<file path="src/rtl/hazard_irq_ctrl.sv">
// Pipeline hazard control for the 5-stage RV32 core: operand forwarding, load-use stall,
// branch/redirect squash, a prioritised registered interrupt request and saturating event counters.
module hazard_irq_ctrl #(
    parameter int NUM_IRQ = 4,
    parameter int REG_W   = 5,
    parameter int CNT_W   = 16,
    localparam int CAUSE_W = (NUM_IRQ > 1) ? $clog2(NUM_IRQ) : 1
) (
    input  logic               clk,
    input  logic               rst,
    input  logic [REG_W-1:0]   rs1_id,
    input  logic [REG_W-1:0]   rs2_id,
    input  logic               rs1_used_id,
    input  logic               rs2_used_id,
    input  logic [REG_W-1:0]   rs1_ex,
    input  logic [REG_W-1:0]   rs2_ex,
    input  logic [REG_W-1:0]   rd_ex,
    input  logic               rf_en_ex,
    input  logic               rd_en_ex,
    input  logic [REG_W-1:0]   rd_mem,
    input  logic               rf_en_mem,
    input  logic               rd_en_mem,
    input  logic [REG_W-1:0]   rd_wb,
    input  logic               rf_en_wb,
    input  logic               br_take_ex,
    input  logic               epc_taken_mem,
    input  logic               mem_valid,
    input  logic               mret_mem,
    input  logic               mie,
    input  logic [NUM_IRQ-1:0] irq,
    input  logic [NUM_IRQ-1:0] irq_en,
    output logic [1:0]         fwd_a,
    output logic [1:0]         fwd_b,
    output logic               stall_if,
    output logic               stall_id,
    output logic               flush_id,
    output logic               flush_ex,
    output logic               flush_mem,
    output logic               irq_take,
    output logic [CAUSE_W-1:0] irq_cause,
    output logic [CNT_W-1:0]   stall_cnt,
    output logic [CNT_W-1:0]   flush_cnt,
    output logic [1:0]         state_dbg
);

    typedef enum logic [1:0] {
        ST_RUN   = 2'd0,
        ST_ARM   = 2'd1,
        ST_BLOCK = 2'd2
    } state_t;

    state_t               r_state;
    state_t               w_state_nxt;
    logic [NUM_IRQ-1:0]   r_irq_pend;
    logic [CAUSE_W-1:0]   r_irq_cause;
    logic [CAUSE_W-1:0]   w_low_idx;
    logic [CNT_W-1:0]     r_stall_cnt;
    logic [CNT_W-1:0]     r_flush_cnt;
    logic                 w_mem_a, w_wb_a, w_mem_b, w_wb_b;
    logic                 w_lu, w_take, w_mem_redir, w_flush_id, w_stall;

    // MEM only forwards ALU results; a load in MEM is not yet available.
    assign w_mem_a = rf_en_mem && !rd_en_mem && (rd_mem != '0) && (rd_mem == rs1_ex);
    assign w_wb_a  = rf_en_wb && (rd_wb != '0) && (rd_wb == rs1_ex);
    assign w_mem_b = rf_en_mem && !rd_en_mem && (rd_mem != '0) && (rd_mem == rs2_ex);
    assign w_wb_b  = rf_en_wb && (rd_wb != '0) && (rd_wb == rs2_ex);
    assign fwd_a   = w_mem_a ? 2'b01 : (w_wb_a ? 2'b10 : 2'b00);
    assign fwd_b   = w_mem_b ? 2'b01 : (w_wb_b ? 2'b10 : 2'b00);

    assign w_lu = rd_en_ex && rf_en_ex && (rd_ex != '0) &&
                  ((rs1_used_id && (rs1_id == rd_ex)) || (rs2_used_id && (rs2_id == rd_ex)));

    assign w_mem_redir = epc_taken_mem || w_take;
    assign w_flush_id  = w_mem_redir || br_take_ex;
    assign w_stall     = w_lu && !w_flush_id;
    assign flush_id    = w_flush_id;
    assign flush_ex    = w_flush_id || w_lu;
    assign flush_mem   = w_mem_redir;
    assign stall_if    = w_stall;
    assign stall_id    = w_stall;

    always_ff @(posedge clk) begin
        if (!rst) begin
            r_state <= ST_RUN;
        end else begin
            r_state <= w_state_nxt;
        end
    end

    always_comb begin
        w_state_nxt = r_state;
        case (r_state)
            ST_RUN:   if (mie && (r_irq_pend != '0)) w_state_nxt = ST_ARM;
            ST_ARM:   if (w_take) w_state_nxt = ST_BLOCK;
                      else if (r_irq_pend == '0) w_state_nxt = ST_RUN;
            ST_BLOCK: if (mret_mem) w_state_nxt = ST_RUN;
            default:  w_state_nxt = ST_RUN;
        endcase
    end

    // Gated by rst so a reset landing in ARM never issues a take in that cycle.
    always_comb begin
        w_take = 1'b0;
        if (r_state == ST_ARM) w_take = rst && mem_valid && !epc_taken_mem;
    end
    assign irq_take  = w_take;
    assign state_dbg = r_state;

    always_comb begin
        w_low_idx = '0;
        for (int i = NUM_IRQ - 1; i >= 0; i--) begin
            if (r_irq_pend[i]) w_low_idx = CAUSE_W'(i);
        end
    end

    always_ff @(posedge clk) begin
        if (!rst) begin
            r_irq_pend  <= '0;
            r_irq_cause <= '0;
            r_stall_cnt <= '0;
            r_flush_cnt <= '0;
        end else begin
            r_irq_pend <= irq & irq_en;
            if ((r_state == ST_RUN) && (w_state_nxt == ST_ARM)) r_irq_cause <= w_low_idx;
            if (w_stall && (r_stall_cnt != '1)) r_stall_cnt <= r_stall_cnt + CNT_W'(1);
            if ((w_flush_id || w_lu) && (r_flush_cnt != '1)) r_flush_cnt <= r_flush_cnt + CNT_W'(1);
        end
    end

    assign irq_cause = r_irq_cause;
    assign stall_cnt = r_stall_cnt;
    assign flush_cnt = r_flush_cnt;

endmodule

</file>
<file path="config.mk">
export PLATFORM = sky130hd
export DESIGN_NAME = hazard_irq_ctrl
export DESIGN_NICKNAME = d
export VERILOG_FILES = /design/src/rtl/hazard_irq_ctrl.sv
export SDC_FILE = /design/constraint.sdc
export NUM_CORES = 1
export LEC_CHECK = 0
export ABC_AREA = 1
export ABC_CLOCK_PERIOD_IN_PS = 1700
export BUFFER_PORTS_ARGS = -buffer_cell sky130_fd_sc_hd__buf_4
export CAP_MARGIN = 25
export CELL_PAD_IN_SITES_DETAIL_PLACEMENT = 1
export CELL_PAD_IN_SITES_GLOBAL_PLACEMENT = 1
export CORE_MARGIN = 10
export CORE_UTILIZATION = 30
export DETAILED_ROUTE_END_ITERATION = 10
export GPL_TIMING_DRIVEN = 0
export PLACE_DENSITY = 0.82
export SYNTH_ARGS = -nofsm -noshare
export SYNTH_HDL_FRONTEND = slang
export SYNTH_SLANG_ARGS = --single-unit
export TNS_END_PERCENT = 10
</file>
<file path="constraint.sdc">
create_clock -name clk -period 1.7 [get_ports clk]
set_clock_uncertainty 0.15 [all_clocks]
set_input_delay 0.34 -clock clk [delete_from_list [all_inputs] [get_ports clk]]
set_output_delay 0.34 -clock clk [all_outputs]
set_load 0.02 [all_outputs]
</file>
==> impl_results.md <==
* Status: finished with violations
* Failing checks: setup timing
* I/O Buffers at 101
* Static Leak at 0.00195 µW
* Main synth FF type: dfxtp_1
* Layout cell share with drive strength beyond 1 at 35.9%
* Total chip power at 2140 µW
* FF+latch area at 822 µm²
* Detail Route Antenna Nets at 0
* Gr usage total at 14.4%
* Total CTS buffers at 5
* Dpl hpwl at roughly 7.8 mm
* Via density at 4.80
* Multi-input logic area at ~1900 µm²
* Via count at 3248
* Filler cell count at roughly 1200
* Gate power share at between 20% and 30%
* Post-synth EDFFs at 0
* Die height at 115 µm
* R2R Path Start: flush_cnt[0]
* Final nets at 627
* Setup tns final at -3.33 ns
* H-tree levels at 2
* Final min period at 1.97 ns
* Clk_lat worst skew at 0.29 ns
* Most frequent cells in the layout: buf_4 (116), nand2_1 (110), nor2_1 (82)
* Critical R2R Capture: flush_cnt[7]
* Ys async rst share at 0%
* Clock-pin slew on the worst setup and hold paths at 0.07 ns
* Yosys warnings at 0
* Area grow syn2layout at 53.7%
* N_diodes at 0
* CP Class: reg -> out
* First-pass GRT wire length at 15.9 mm
* DRC viols at 0
* Startpoint Class: register
* Clk buf depth at 2
* Core area at between 8000 and 9000 µm²
* Clk root buf: clkbuf_8
* R2R setup slack at -0.17 ns
* RSZ-0062 raised after global routing: yes
* DR pass1 iterations at 4
* Final Max Slew Viols at 0
* CTS tree: yes
* Number of global-route vias before repair at about 3400
* Mapped Area at 2710 µm²
* Clk sink count at 40
* Syn_area_per_cell at 6.19 µm²
* Worst hold start: mret_mem
* Max cap viols at 0
* Worst-margin pin slew at between 0.5 and 0.6 ns
* CP arrival at 1.48 ns
* Part of the power in registers at 45.9%
* Placed cell count at 646
* Iteration-0 DRC count of the detailed router at 91
* DR WL/cell at 15.3 µm
* Clock Power Share at 30.9%
* Psw at 607 µW
* GRT overflow at 0
* Final cycle utilization of the critical path at 116%
* Die width at 115 µm
* Register area share after synthesis at 29.6%
* R2r worst-path depth at 12
* Hold depth at 2
* FF+latch count, synth at 40
* Peak Freq at 508 MHz
* CP Max Fanout at 4
* Initial Util at 30.9%
* Worst VDD drop at slightly below 0.3 mV
* Initial antenna violation count at 0
* Site Rows at 34
* Req. time, crit path at 1.21 ns
* Largest net degree at the start of global routing at 12
* Final WS setup at -0.267 ns
* Mapped Cells at 437
* Slew headroom at 62.8%
* PwrDens at 514 nW/µm²
* Mapped Nets at 496
* Setup violators final at 38
* IO Count at between 100 and 150
* Post-synth cell types at 34
* Routed WL at ~10 mm
* Final hold vios at 0
* Internal at 1530 µW
* Sw Share at roughly 28%
* Hold Crit Endpoint: state_dbg[1]
* Hold Crit Class: in -> reg
* Most common cell after layout, fill and taps aside: buf_4
* Post-Layout Cell Count at 677
* Die Area at 13200 µm²
* WHS at 0.0771 ns
* CP Capture Type: output pin
* Routability Congestion at 0.810
-- logic make-up after synthesis --
kind of cell / Yosys count / share of synthesized area [%]
and+or+nand+nor: 281 / 46.5
buffers and inverters: 63 / 9.85
DFF: 40 / 29.6
AOI/OAI and AO/OA: 27 / 5.37
xor gates and xnor gates: 24 / 7.77
adders and majority gates: 2 / 0.925
-- what timing repair did --
action                     CTS  global route
cloned                       0             1
resized for setup           29            32
hold buffers                 0             0
buffers inserted            10            12
setup endpoints to repair   40            41
pin swaps                   20            14
-- cell usage after synthesis, types with 2 or more instances --
cell type  number  share of area (%)
o41ai_1         2               0.65
inv_2           6               0.83
xnor2_1         9                2.9
ha_1            2               0.92
buf_1           2               0.28
buf_6           2               0.83
nor2_8          2                1.5
nand3b_1        4                1.1
o21ai_0         4               0.74
nand2_2         6                1.4
dfxtp_1        40                 30
nand2_1       113                 16
buf_4           3               0.83
nand4_1        11                2.5
a21oi_1        20                3.7
xor2_1         15                4.9
inv_1          47                6.5
nand2_4         2               0.83
nand3_1        29                5.4
nor4_1          3               0.69
nor3_1          4               0.74
nor2_1         98                 14
nor2_2          2               0.46
-- power by group through the flow --
stage / sequential, µW / clock [µW] / combinational [µW]
2_1_floorplan: 1020 / 0 / 201
3_3_place_gp: 1000 / 0 / 414
3_5_place_dp: 1000 / 0 / 432
4_1_cts: 982 / 679 / 466
5_1_grt: 983 / 728 / 542
6_report: 981 / 660 / 496
-- final cells by class --
type | count | area share [%]
multi-input combinational | 335 | 44.6
timing repair buffer | 123 | 23.1
sequential | 40 | 19.8
inverter | 54 | 5.20
tap | 108 | 3.25
clock buffer | 8 | 2.17
buffer | 9 | 1.90
-- state kept, by name, indices dropped and copies added (netlist names) --
name        cells
r_irq_pend      4
state_dbg       2
stall_cnt      16
irq_cause       2
flush_cnt      16
-- critical path, stage by stage, from the launching register on --
cell and delay (ns):
dfxtp_4 0.36, inv_4 0.04, nand2_4 0.06, nor2_4 0.03
inv_2 0.07, nand2_4 0.07, nor2_8 0.18, nand3_4 0.10
clkinv_4 0.07, buf_6 0.08, buf_6 0.10
-- worst max-delay path by stage --
stage                       startpoint  cells after the start  endpoint
final                     state_dbg[1]                     10  stall_if
after global placement        rd_ex[2]                     11  flush_ex
after global routing      state_dbg[1]                     10  stall_if
after detailed placement      rd_ex[2]                     11  flush_ex
after CTS                 state_dbg[1]                     10  stall_if
after floorplan                    rst                      9  stall_if
-- stage by stage --
step	cell area (µm²)	worst slack [ns]	utilization, %
5_1_grt	4160	-0.349	47.5
4_1_cts	3960	-0.258	45.2
3_3_place_gp	3680	-0.344	42.0
3_5_place_dp	3680	-0.364	42.0
6_report	4160	-0.267	47.5
2_1_floorplan	2790	-0.0871	-
-- metal layers --
layer,vias up,wire [µm],global-route usage [%]
met5,-,0,0
met4,0,131,3.47
met3,11,390,2.97
met2,52,5710,27.2
met1,1556,4100,16.0
li1,1629,-,-
Note: power is estimated with default switching activity, not from simulation.
